### src/rtl/puf_eval_ctrl.sv
// puf_eval_ctrl: arbiter-PUF sequencer; fires each challenge NUM_EVAL times,
// majority-votes the synchronized response and flags bits on which every evaluation agreed.
module puf_eval_ctrl #(
   parameter int NUM_EVAL   = 7,
   parameter int SETTLE_CYC = 4,
   parameter int PULSE_CYC  = 2
) (
   input  logic       clk,
   input  logic       rst_n,
   input  logic       start,
   input  logic       abort,
   input  logic [7:0] challenge,
   output logic       busy,
   output logic       done,
   output logic [7:0] result,
   output logic [7:0] stable,
   output logic [7:0] puf_challenge,
   output logic       puf_pulse,
   input  logic [7:0] puf_response
);
   localparam int EW = $clog2(NUM_EVAL + 1);
   localparam int CW = 16;

   typedef enum logic [2:0] {IDLE, SETUP, FIRE, CAPTURE, RELAX, DONE} state_t;

   state_t        state;
   logic [CW-1:0] cnt;
   logic [EW-1:0] ev;
   logic [EW-1:0] ones [8];
   logic [7:0]    sync1, sync2, vote, agree;
   logic          last;

   always_comb begin
      vote  = '0;
      agree = '0;
      for (int i = 0; i < 8; i++) begin
         vote[i]  = ones[i] > EW'(NUM_EVAL / 2);
         agree[i] = ones[i] == '0 || ones[i] == EW'(NUM_EVAL);
      end
   end

   // last cycle of the current phase; DONE always lasts a single cycle
   always_comb
      last = (state == SETUP || state == RELAX) ? cnt == CW'(SETTLE_CYC - 1) :
             (state == FIRE)    ? cnt == CW'(PULSE_CYC - 1) :
             (state == CAPTURE) ? cnt == CW'(2) : 1'b1;

   always_ff @(posedge clk or negedge rst_n) begin
      if (!rst_n) begin
         sync1 <= '0;
         sync2 <= '0;
      end else begin
         sync1 <= puf_response;
         sync2 <= sync1;
      end
   end

   always_ff @(posedge clk or negedge rst_n) begin
      if (!rst_n) begin
         state         <= IDLE;
         cnt           <= '0;
         ev            <= '0;
         busy          <= 1'b0;
         done          <= 1'b0;
         result        <= '0;
         stable        <= '0;
         puf_challenge <= '0;
         puf_pulse     <= 1'b0;
         for (int i = 0; i < 8; i++) ones[i] <= '0;
      end else begin
         done <= 1'b0;
         cnt  <= last ? '0 : cnt + CW'(1);
         if (state == IDLE) begin
            cnt <= '0;
            if (start) begin
               state         <= SETUP;
               puf_challenge <= challenge;
               ev            <= '0;
               busy          <= 1'b1;
               for (int i = 0; i < 8; i++) ones[i] <= '0;
            end
         end else if (abort) begin
            state     <= IDLE;
            cnt       <= '0;
            busy      <= 1'b0;
            puf_pulse <= 1'b0;
         end else if (last) begin
            case (state)
               SETUP: begin
                  state     <= FIRE;
                  puf_pulse <= 1'b1;
               end
               FIRE: begin
                  state     <= CAPTURE;
                  puf_pulse <= 1'b0;
               end
               CAPTURE: begin
                  state <= RELAX;
                  ev    <= ev + EW'(1);
                  for (int i = 0; i < 8; i++) ones[i] <= ones[i] + EW'(sync2[i]);
               end
               RELAX: begin
                  if (ev < EW'(NUM_EVAL)) begin
                     state     <= FIRE;
                     puf_pulse <= 1'b1;
                  end else begin
                     state  <= DONE;
                     done   <= 1'b1;
                     busy   <= 1'b0;
                     result <= vote;
                     stable <= agree;
                  end
               end
               default: state <= IDLE;
            endcase
         end
      end
   end
endmodule

### config.mk
export PLATFORM = sky130hd
export DESIGN_NAME = puf_eval_ctrl
export DESIGN_NICKNAME = d
export VERILOG_FILES = /design/src/rtl/puf_eval_ctrl.sv
export SDC_FILE = /design/constraint.sdc
export NUM_CORES = 1
export LEC_CHECK = 0
export BUFFER_PORTS_ARGS = -buffer_cell sky130_fd_sc_hd__buf_4
export CAP_MARGIN = 10
export CORE_ASPECT_RATIO = 0.6
export CORE_MARGIN = 3
export CORE_UTILIZATION = 54
export CTS_CLUSTER_SIZE = 24
export DETAILED_ROUTE_END_ITERATION = 7
export PLACE_DENSITY_LB_ADDON = 0.1
export RECOVER_POWER = 50
export SLEW_MARGIN = 10
export SYNTH_ARGS = -nofsm -noshare
export SYNTH_HDL_FRONTEND = slang
export SYNTH_SLANG_ARGS = --single-unit
export TNS_END_PERCENT = 50
### constraint.sdc
create_clock -name clk -period 2.97 [get_ports clk]
set_input_delay 0.594 -clock clk [delete_from_list [all_inputs] [get_ports clk]]
set_output_delay 0.594 -clock clk [all_outputs]
set_load 0.01 [all_outputs]
==> results of run 1 <==
==> flip-flops by register name, summed over array words and instances, names as in the netlist <==
| register | count |
|---|---|
| busy | 1 |
| cnt | 16 |
| done | 1 |
| ev | 3 |
| ones | 24 |
| puf_challenge | 8 |
| puf_pulse | 1 |
| result | 8 |
| stable | 8 |
| state | 3 |
| sync1 | 8 |
| sync2 | 8 |
==> worst max-delay path by stage <==
stage          startpoint  cells after the start  slack (ps)   endpoint
6_report           cnt[2]                      5         300    ones[0]
5_1_grt            cnt[0]                      6         110    ones[0]
4_1_cts            cnt[2]                      5         290    ones[0]
3_5_place_dp       cnt[2]                      5         320    ones[3]
3_3_place_gp       cnt[2]                      5         400    ones[1]
2_1_floorplan      cnt[0]                      7         840  result[0]
==> final cells by class <==
| class | instances | area (um^2) |
|---|---|---|
| timing repair buffer | 52 | 385 |
| multi-input combinational | 242 | 1790 |
| tap | 104 | 130 |
| inverter | 12 | 45.0 |
| sequential | 89 | 2230 |
| clock buffer | 10 | 229 |
| fill | 579 | 2460 |
| clock inverter | 6 | 115 |
==> metal layers <==
layer	GRT usage	routed length (um)
met5	0	0
met4	0.0609	93
met3	0.0653	443
met2	0.279	3350
met1	0.308	4290
==> power groups by stage <==
| stage | clock [mW] | combinational, mW | sequential (mW) |
|---|---|---|---|
| 2_1_floorplan | 0 | 0.463 | 1.48 |
| 3_3_place_gp | 0 | 0.712 | 1.49 |
| 3_5_place_dp | 0 | 0.729 | 1.49 |
| 4_1_cts | 1.32 | 0.738 | 1.47 |
| 5_1_grt | 1.38 | 0.809 | 1.49 |
| 6_report | 1.29 | 0.724 | 1.48 |
==> Yosys cell counts (9+ instances only) <==
| library cell | number | area [um^2] |
|---|---|---|
| a31o_1 | 19 | 166 |
| clkbuf_1 | 10 | 37.5 |
| dfrtp_1 | 89 | 2230 |
| ha_1 | 20 | 250 |
| inv_1 | 11 | 41.3 |
| mux2_1 | 9 | 101 |
| mux2_2 | 15 | 169 |
| nand2_1 | 21 | 78.8 |
| nand2b_1 | 15 | 93.8 |
| nand3_1 | 17 | 85.1 |
| nor2_1 | 25 | 93.8 |
| nor3b_1 | 17 | 128 |
| or3_1 | 9 | 56.3 |
| xnor2_1 | 9 | 78.8 |
==> through the flow <==
| step | total power [mW] | cells | worst slack [ps] | util | area (um^2) |
|---|---|---|---|---|---|
| 6_report | 3.49 | 515 | 296 | 0.666 | 4920 |
| 3_3_place_gp | 2.20 | 499 | 405 | 0.622 | 4600 |
| 2_1_floorplan | 1.94 | 360 | 838 | - | 4170 |
| 5_1_grt | 3.68 | 515 | 107 | 0.666 | 4920 |
| 4_1_cts | 3.53 | 515 | 286 | 0.669 | 4940 |
| 3_5_place_dp | 2.22 | 499 | 320 | 0.622 | 4600 |
==> cell usage in the layout (no fill, tap or decap), types with 3 or more instances in the layout <==
cell type	count
dfrtp_1	89
buf_4	42
nor2_1	25
nand2_1	21
ha_1	20
a31o_1	19
nand3_1	17
nor3b_1	17
mux2_2	15
nand2b_1	15
inv_1	11
xnor2_1	9
or3_1	9
mux2_1	9
clkbuf_16	9
clkbuf_4	8
xor2_1	7
o21ai_0	7
a211oi_1	7
and3_1	5
nor3_1	4
a211o_1	4
a31o_2	4
nor4_1	3
nand4_1	3
bufinv_16	3
==> critical path: stages (launching register included) <==
cell	delay [ps]
dfrtp_1	430
nor4_1	470
nand4_1	170
and2_1	320
or3_1	770
a31o_2	390
==> cells by family (layout without fill, tap and decap cells) <==
logic type	count (synthesis)	in the layout
compound gates	52	52
xor+xnor	16	16
fa+ha+maj	20	20
buf+inv	29	80
flops	89	89
mux	26	26
simple gates	128	128
==> results.toml, run 1 <==
[global_route]
grt_pass1_wl_um = 13900
grt_pass1_vias = 2700
grt_max_degree = 52
grtUsageTotal = 0.203
antenna_found_initial = 0
gr-total-overflow = 0

[run_status]
status = "complete, no violations"

[clock_tree]
cts_tree = "yes"
cts_buffers = 9
path_clk_slew_ps = 60
hold_buffers = 0
clock_latency_ps = 340
clock_sink_count = 89
root_buffer = "clkbuf_16"
ctsResizeCount = 0
cts_max_path_buffers = 2
postCtsSetupRepairBufs = 0
ctsHtreeMaxLevel = 3

[placement]
numPortBuffers = 46
routabilityCongestion = 0.918
place_hpwl_um = 5490

[finish]
drive_gt1_frac = 0.221
fin_nets = 446
syn2layout_area_growth_pct = 18.1
antenna_cells = 0

[timing]
period_share = 0.900
worstMarginPinSlew_ps = 1290
setup-violations-final = 0
slew_violations = 0
fin_worst_skew_ps = 4.88
fin_crit_ps = 2670
whs_ps = 353
slew_headroom = 0.142
final_hold_viol_count = 0
timing.fmax_ghz = 0.374
grt_setup_unrepaired = "false"
tns_ps = 0

[drt]
vias = 2871
via_per_inst = 5.57
drt_iter0_drc = 230
antenna_left = 0
postRouteWirelength_um = 8180
drc = 0
wl_per_cell_um = 15.9
drt_pass1_iterations = 5

[critical_path]
arrival_ps = 2900
reg2reg_setup_slack_ps = 300
ff2ff_path_depth = 5
endpoint_kind = "flip-flop"
rr_startpoint = "cnt[2]"
cp-start-kind = "flip-flop"
crit_fanout = 24
crit-reg2reg-capture = "ones[0]"
critical_path_class = "reg2reg"
worstPathRequired_ps = 3200

[synth]
synth_flop_cell = "dfrtp_1"
synthAdderAreaFrac = 0.0600
yosys_warnings = 0
async_flop_share = 1.00
synth-edff-count = 0
syn_nets = 400
ys_seq_elements = 89
synth_compound_area_frac = 0.0975
synth_cell_types = 43
synth_top_family_by_area = "simple AND/OR/NAND/NOR gates"
avgSynthCellArea_um2 = 11.6
synthSimpleGateAreaFrac = 0.169
syn_inst = 360
synthXorXnorAreaFrac = 0.0336
ys_seq_area_frac = 0.534
synthMuxAreaShare = 0.0696
synthesis.area_mm2 = 0.00417

[pwr]
power_switching_uw = 993
intPower_mw = 2.49
p_comb_frac = 0.208
clkPwrFrac = 0.369
sequentialPowerShare = 0.423
p_leak_nw = 2.28
power_density_mw_per_mm2 = 708
switching_share = 0.285
peakVddDrop_mv = 0.539

[min_path]
worstHoldPathType = "reg2reg"
min_from = "sync1[0]"
whs_path_depth = 0
hold_path_end = "sync2[0]"

[floorplan]
die_area_mm2 = 0.00885
core_mm2 = 0.00739
die_w_um = 119
die_h_um = 74.1
start_util = 0.564
rows = 24
ios = 47

[run]
drv_cap = 0
Power figures use the tool's default switching activity.
==> run 2: changes to the inputs <==
--- a/config.mk
+++ b/config.mk
@@ -7,9 +7,11 @@
 export LEC_CHECK = 0
 export BUFFER_PORTS_ARGS = -buffer_cell sky130_fd_sc_hd__buf_4
 export CAP_MARGIN = 10
+export CELL_PAD_IN_SITES_DETAIL_PLACEMENT = 1
+export CELL_PAD_IN_SITES_GLOBAL_PLACEMENT = 1
 export CORE_ASPECT_RATIO = 0.6
 export CORE_MARGIN = 3
-export CORE_UTILIZATION = 54
+export CORE_UTILIZATION = 47
 export CTS_CLUSTER_SIZE = 24
 export DETAILED_ROUTE_END_ITERATION = 7
 export PLACE_DENSITY_LB_ADDON = 0.1
==> results.toml, run 2 (same netlist as run 1, synthesis figures left out) <==
[run_status]
status = "complete, no violations"

[critical_path]
rr_startpoint = "cnt[0]"
crit-reg2reg-capture = "result[4]"
cp-start-kind = "flip-flop"
reg2reg_setup_slack_ps = 430
arrival_ps = 2760
ff2ff_path_depth = 7
critical_path_class = "reg2reg"
endpoint_kind = "flip-flop"
crit_fanout = 12
worstPathRequired_ps = 3190

[timing]
slew_headroom = 0.211
timing.fmax_ghz = 0.394
slew_violations = 0
layout_setup_ws_ps = 432
fin_worst_skew_ps = 7.41
tns_ps = 0
worstMarginPinSlew_ps = 1180
fin_crit_ps = 2540
grt_setup_unrepaired = "false"
period_share = 0.855
final_hold_viol_count = 0
setup-violations-final = 0

[finish]
syn2layout_area_growth_pct = 17.4
drive_gt1_frac = 0.220
antenna_cells = 0
fin_nets = 449
largestRegisters = "ones (24), cnt (16)"
layout_common_cells = "89 x dfrtp_1, 43 x buf_4, 25 x nor2_1, 21 x nand2_1, 20 x ha_1"
fin_area_mm2 = 0.00489
largest_register_ffs = 24
layout_commonest_cell = "dfrtp_1"
top_register = "ones"

[min_path]
min_from = "sync1[1]"
hold_path_end = "sync2[1]"
worstHoldPathType = "reg2reg"
whs_path_depth = 0

[clock_tree]
cts_max_path_buffers = 2
ctsResizeCount = 0
ctsHtreeMaxLevel = 3
cts_buffers = 9
path_clk_slew_ps = 60
hold_buffers = 0
cts_tree = "yes"
postCtsSetupRepairBufs = 0
root_buffer = "clkbuf_16"
clock_sink_count = 89
clock_latency_ps = 340

[pwr]
peakVddDrop_mv = 0.435
p_leak_nw = 2.26
power_density_mw_per_mm2 = 686

[placement]
place_ws_ps = 473
numPortBuffers = 46
place_area_mm2 = 0.00461
place_hpwl_um = 6610
routabilityCongestion = 0.831

[floorplan]
die_h_um = 79.0
start_util = 0.507
die_area_mm2 = 0.0101
die_w_um = 128
rows = 25
core_mm2 = 0.00823
ios = 47

[global_route]
gr-total-overflow = 0
grt_max_degree = 47
grt_pass1_vias = 3147
grtUsageTotal = 0.209
antenna_found_initial = 0
grt_pass1_wl_um = 16400

[drt]
drt_iter0_drc = 192
wl_per_cell_um = 18.5
vias = 2998
drt_pass1_iterations = 4
antenna_left = 0
drc = 0
postRouteWirelength_um = 9670
via_per_inst = 5.74

[run]
drv_cap = 0
==> run 2: changes by cell type in the layout (fill, tap and decap cells not counted) <==
cell,change
clkbuf_2,-1
clkinv_2,+1
bufinv_16,-2
clkinvlp_4,+1
clkbuf_1,+3
buf_4,+1
==> run 2: worst max-delay path: stages (launching register included) <==
cell	delay, ps
dfrtp_1	480
ha_1	310
nor2_1	70
a31oi_1	330
nand2_2	190
nor3_4	370
buf_4	300
mux2_1	360
==> run 2: report_power, final <==
part | total, mW | internal, mW | switching (mW)
Sequential | 1.48 | 1.34 | 0.142
Clock | 1.14 | 0.655 | 0.482
Combinational | 0.739 | 0.327 | 0.412
==> run 2: final cells by class <==
cell class,instances,area (um^2)
Multi-Input combinational cell,242,1790
Clock inverter,6,67.6
Inverter,12,45.0
Timing Repair Buffer,55,399
Tap cell,108,135
Sequential cell,89,2230
Clock buffer,10,229
Fill cell,869,3330
==> run 2: how the worst max path moves through the flow <==
stage,from,to
floorplan,cnt[0],result[0]
global placement,cnt[0],stable[6]
detailed placement,cnt[0],result[4]
CTS,cnt[0],result[4]
global route,cnt[0],result[1]
finish,cnt[0],result[4]
==> run 2: per-stage QoR <==
step,power [mW],utilization,hold WS [ps],std cells
floorplan,1.94,-,298,360
global placement,2.21,0.561,333,506
detailed placement,2.24,0.561,337,506
CTS,3.40,0.597,275,522
global route,3.56,0.595,353,522
finish,3.36,0.595,349,522
==> run 2: metal layers <==
metal	share of wire	up-vias	GRT usage
met5	0	-	0
met4	0.012	0	0.0614
li1	-	1392	-
met2	0.45	55	0.306
met1	0.50	1542	0.301
met3	0.041	9	0.0605
==> run 3: changes to the inputs <==
--- a/config.mk
+++ b/config.mk
@@ -8,10 +8,10 @@
 export BUFFER_PORTS_ARGS = -buffer_cell sky130_fd_sc_hd__buf_4
 export CAP_MARGIN = 10
 export CELL_PAD_IN_SITES_DETAIL_PLACEMENT = 1
-export CELL_PAD_IN_SITES_GLOBAL_PLACEMENT = 1
+export CELL_PAD_IN_SITES_GLOBAL_PLACEMENT = 2
 export CORE_ASPECT_RATIO = 0.6
 export CORE_MARGIN = 3
-export CORE_UTILIZATION = 47
+export CORE_UTILIZATION = 39
 export CTS_CLUSTER_SIZE = 24
 export DETAILED_ROUTE_END_ITERATION = 7
 export PLACE_DENSITY_LB_ADDON = 0.1
==> results.toml, run 3 (same netlist as run 1, synthesis figures left out) <==
[pwr]
power_density_mw_per_mm2 = 679
switching_share = 0.306
peakVddDrop_mv = 0.305
sequentialPowerShare = 0.442
clkPwrFrac = 0.336
p_leak_nw = 2.27
power_switching_mw = 1.03
intPower_mw = 2.33
p_comb_frac = 0.222

[finish]
layout_commonest_cell = "dfrtp_1"
fin_cells = 548
largest_register_ffs = 24
drive_gt1_frac = 0.223
antenna_cells = 0
layout_common_cells = "89 x dfrtp_1, 44 x buf_4, 25 x nor2_1, 21 x nand2_1, 20 x ha_1"
largestRegisters = "ones (24), cnt (16)"
top_register = "ones"
fin_nets = 448
syn2layout_area_growth_pct = 18.6

[drt]
via_per_inst = 5.33
vias = 2921
antenna_left = 0
postRouteWirelength_um = 9300
wl_per_cell_um = 17.0
drt_iter0_drc = 132
drc = 0
drt_pass1_iterations = 4

[min_path]
whs_path_depth = 0
worstHoldPathType = "reg2reg"

[critical_path]
slowest_stage = "or3_1"
ff2ff_path_depth = 6
worstPathRequired_ps = 3200
critical_path_class = "reg2reg"
cp-start-kind = "flip-flop"
path_cells = "nor4_1, nand4_1, and2_1, or3_1, buf_4, a31o_2"
path_buf_inv = 1
crit_family = "simple AND/OR/NAND/NOR gates"
slowest_delay_ps = 440
endpoint_kind = "flip-flop"
cp.depth = 6
arrival_ps = 2690
crit_fanout = 24

[clock_tree]
postCtsSetupRepairBufs = 0
path_clk_slew_ps = 60
cts_tree = "yes"
root_buffer = "clkbuf_16"
clock_latency_ps = 340
clock_sink_count = 89
hold_buffers = 0
ctsHtreeMaxLevel = 3
cts_buffers = 9
cts_max_path_buffers = 2
ctsResizeCount = 0

[floorplan]
die_h_um = 86.1
ios = 47
start_util = 0.412
die_area_mm2 = 0.0120
die_w_um = 139
rows = 28
core_mm2 = 0.0101

[timing]
grt_setup_unrepaired = "false"
setup-violations-final = 0
timing.fmax_ghz = 0.406
slew_violations = 35
final_hold_viol_count = 0
layout_setup_ws_ps = 504
slew_headroom = -0.318
worstMarginPinSlew_ps = 1980
whs_ps = 350
tns_ps = 0
period_share = 0.830
fin_worst_skew_ps = 6.35
fin_crit_ps = 2470

[placement]
place_ws_ps = 529
numPortBuffers = 46
place_hpwl_um = 6340
routabilityCongestion = 0.694
dp_cells = 532

[global_route]
gr-total-overflow = 0
grtUsageTotal = 0.171
antenna_found_initial = 0
grt_max_degree = 56
grt_pass1_vias = 3169
grt_pass1_wl_um = 16200

[run]
drv_cap = 1

[run_status]
failed_checks = "max-capacitance violations, max-slew violations"
status = "finished, violations left"
-- run 3: cell types whose count changed in the layout (fill, tap and decap cells not counted) --
cell      delta
clkbuf_1     -2
buf_4        +1
buf_12       +1
clkbuf_2     -1
-- run 3: stage by stage --
step                      utilization  power (mW)  instance area, um^2
after global placement          0.459        2.24                 4650
after CTS                       0.489        3.42                 4950
final                           0.488        3.36                 4940
after global routing            0.488        3.58                 4940
after detailed placement        0.459        2.26                 4650
after floorplan                     -        1.94                 4170
-- run 3: layout make-up --
cell class | instances | area, um^2
Timing Repair Buffer | 54 | 414
Multi-Input combinational cell | 242 | 1790
Fill cell | 1107 | 5180
Inverter | 12 | 45.0
Sequential cell | 89 | 2230
Tap cell | 135 | 169
Clock buffer | 10 | 229
Clock inverter | 6 | 67.6
-- run 3: final timing paths --
kind	slack (ps)	from	end
min in group asynchronous	810	rst_n	sync1[3]
worst min register to register	350	sync1[5]	sync2[5]
worst max-delay path	500	cnt[2]	ones[4]
max in group asynchronous	1020	rst_n	result[6]
worst min-delay path	350	sync1[5]	sync2[5]
worst max register to register	500	cnt[2]	ones[4]
-- run 3: power by group through the flow --
stage / clock network [mW] / logic (mW) / registers (mW)
global route: 1.23 / 0.838 / 1.51
CTS: 1.17 / 0.761 / 1.48
detailed placement: 0 / 0.758 / 1.51
finish: 1.13 / 0.746 / 1.48
floorplan: 0 / 0.463 / 1.48
global placement: 0 / 0.738 / 1.50
-- run 3: metal layers --
metal  vias up  track usage  share of wire
li1       1387            -              -
met3         9       0.0462          0.036
met2        41        0.251           0.42
met4         0       0.0515          0.012
met5         -            0              0
met1      1484        0.248           0.53
